## config.mk

```make
export PLATFORM = sky130hd
export DESIGN_NAME = crc16_xmodem_step
export DESIGN_NICKNAME = d
export VERILOG_FILES = /design/src/rtl/xmodem_crc_frame_checker_pkg.sv /design/src/rtl/xmodem_crc_frame_checker_crc16_xmodem_step.sv
export SDC_FILE = /design/constraint.sdc
export NUM_CORES = 1
export LEC_CHECK = 0
export CORE_AREA = 2 2 39 41
export DETAILED_ROUTE_END_ITERATION = 10
export DIE_AREA = 0 0 41 43
export GPL_TIMING_DRIVEN = 0
export MAX_ROUTING_LAYER = met4
export PLACE_DENSITY = 0.92
export SLEW_MARGIN = 20
export SYNTH_ARGS = -nofsm -noshare
export SYNTH_HDL_FRONTEND = slang
export SYNTH_SLANG_ARGS = --single-unit
```

## constraint.sdc

```tcl
create_clock -name vclk -period 3.06
set_input_delay 0.612 -clock vclk [all_inputs]
set_output_delay 0.612 -clock vclk [all_outputs]
set_load 0.01 [all_outputs]
```

## src/rtl/xmodem_crc_frame_checker_pkg.sv

```systemverilog
// Shared constants and types for the XMODEM-CRC receive path.
// The TX-side generator uses the same constants.
package xmodem_crc_frame_checker_pkg;

   localparam logic [15:0] CRC16_POLY = 16'h1021;
   localparam logic [15:0] CRC16_INIT = 16'h0000;
   localparam logic [7:0]  XM_SOH     = 8'h01;
   localparam logic [7:0]  XM_EOT     = 8'h04;

   typedef enum logic [2:0] {
      ST_IDLE,
      ST_BLK,
      ST_NBLK,
      ST_DATA,
      ST_CRC_HI,
      ST_CRC_LO
   } xm_state_e;

endpackage

```

## src/rtl/xmodem_crc_frame_checker_crc16_xmodem_step.sv

```systemverilog
// One-byte CRC16-XMODEM update. Bits are processed MSB first with no reflection.
// The logic is purely combinational.
module crc16_xmodem_step
   import xmodem_crc_frame_checker_pkg::*;
(
   input  logic [15:0] crc_i,
   input  logic [7:0]  data_i,
   output logic [15:0] crc_o
);

   logic [15:0] c;
   logic        fb;

   always_comb begin
      c  = crc_i;
      fb = 1'b0;
      for (int i = 7; i >= 0; i--) begin
         fb = c[15] ^ data_i[i];
         c  = {c[14:0], 1'b0} ^ (fb ? CRC16_POLY : 16'h0000);
      end
      crc_o = c;
   end

endmodule

```

==> impl_metrics.toml <==
[yosys]
synth_area_leaders = "xnor3_1, xor3_1, xnor2_1"
synth.largest_area_cell = "xnor3_1"
syn_area_per_cell_um2 = 15.2
synth_warnings = 0
yosysUniqueCellTypes = 9
synthCells = 26
synthesis.area_um2 = 395
synth_seq_area_share_pct = 0
ys_top_cells_by_count = "xnor2_1, xnor3_1, xnor2_2, xor2_1, xor3_1"
synth.top_cell.area_share_pct = 28.5
synth.most_common_cell = "xnor2_1"
syn_nets = 50

[grt]
grt_usage_pct = 9.35
grt_pass1_wl_um = 1170
grt_max_degree = 6
grt_pass1_vias = 309
antenna_found_initial = 0
grt-ovfl-total = 0

[critical_path]
cp.arrival_ps = 2320
crit_top_cell = "clkdlybuf4s50_1"
endpoint_kind = "output pin"
cp_cell_sequence = "clkdlybuf4s50_1 -> xnor2_2 -> xor3_4 -> clkdlybuf4s50_1"
cp_slowest_cell = "clkdlybuf4s50_1"
crit_buf_inv = 2
start_kind = "primary input"
worstSetupPathType = "in2out"
max_stage_delay_ps = 500
critPathRequiredTime_ps = 2450
crit_cells = 4
cp_top_family = "buffers and inverters"
cp_max_fo = 5

[pwr]
ir_drop_mv = 0.174
power_density_mw_per_mm2 = 320
power_mw = 0.261
leakage_nw = 0.369

[cells_and_area]
clock_buffers = 0
areaGrowthSynthToFinish_pct = 106
nFillCells = 125
regArea_um2 = 0
nets = 92
drive_above_1_share_pct = 9.09
nFlopsAndLatches = 0
multiInputGateArea_um2 = 384
n_antenna_cell = 0

[timing]
worstMarginPinSlew_ps = 377
final.min_clock_period_ps = 2940
hold_ws_ps = 2240
setup_violations = 0
setup_tns_ps = 0
fmax_ghz = 0.341
final_hold_viol_count = 0
max_slew_margin_pct = 74.7
slew_viol_final = 0
period_share_pct = 95.9
grt_setup_unrepaired = "no"

[placed_design]
portBuffers = 40
finalWeightedCongestion = 0.554
hpwlAfterDp_um = 745

[routing]
detail_route.vias_per_cell = 4.02
finalWirelength_um = 787
wire_per_inst_um = 9.60
ant_nets = 0
routed-via-count = 330
drtPass1Iterations = 1
drt_iter0_drc = 0
drc = 0

[floorplan]
std_cell_rows = 14
dieArea_mm2 = 0.00176
start_util_pct = 28.6
pin_count = 40
coreArea_mm2 = 0.00138
fp.dieW_um = 41
die_y_um = 43

[min_path]
hp-class = "in2out"
holdPathStages = 3

[clock_network]
cts_hold_buf = 0
postCtsResizedCells = 0
post_cts_buffers = 0

[status]
status = "completed"

[job]
cap_violations = 0
## path summary, 6_finish.rpt
check | from | to
worst max-delay path | data_i[5] | crc_o[13]
worst min-delay path | crc_i[3] | crc_o[11]
## tightest hold or removal path, delay by kind of cell
| family | cells | cell delay, ps |
|---|---|---|
| xor+xnor | 1 | 70 |
| buf+inv | 2 | 940 |
## logic make-up (layout without fill, tap and decap cells)
group                     after synthesis  in the layout  share of synthesized area [%]
xor gates and xnor gates               24             24                           97.2
buffers and inverters                   2             42                           2.85
## through the flow
stage	setup slack (ps)	cell area, um^2	cells	util, %
CTS	97.2	816	82	59.0
global placement	104	816	82	59.0
global route	28.9	816	82	59.0
finish	125	816	82	59.0
floorplan	1080	395	26	-
detailed placement	103	816	82	59.0
## final cells by class
| class | instances | share of cell area, % |
|---|---|---|
| Tap cell | 16 | 2.45 |
| Multi-Input combinational cell | 24 | 47.1 |
| Buffer | 1 | 0.920 |
| Inverter | 1 | 0.460 |
| Timing Repair Buffer | 40 | 49.1 |
## routing by layer
layer | vias to the layer above | part of all wire, % | GRT usage, %
li1 | 165 | - | -
met3 | 0 | 9.0 | 0
met1 | 143 | 30 | 9.60
met4 | 0 | 0 | 0
met2 | 22 | 61 | 19.1
met5 | - | 0 | -
## power breakdown
group          internal [mW]  leakage (nW)  switching, mW  total, mW
logic                  0.179         0.369         0.0819      0.261
clock network              0             0              0          0
registers                  0             0              0          0
total                  0.179         0.369         0.0819      0.261
## placed cells by master, fill, tap and decap left out, drive strengths merged
cell,synthesis,final
xor3,4,4
xor2,3,3
xnor2,12,12
clkdlybuf4s50,0,40
buf,1,1
xnor3,5,5
inv,1,1
No activity file was read; power rests on OpenSTA's default activity.
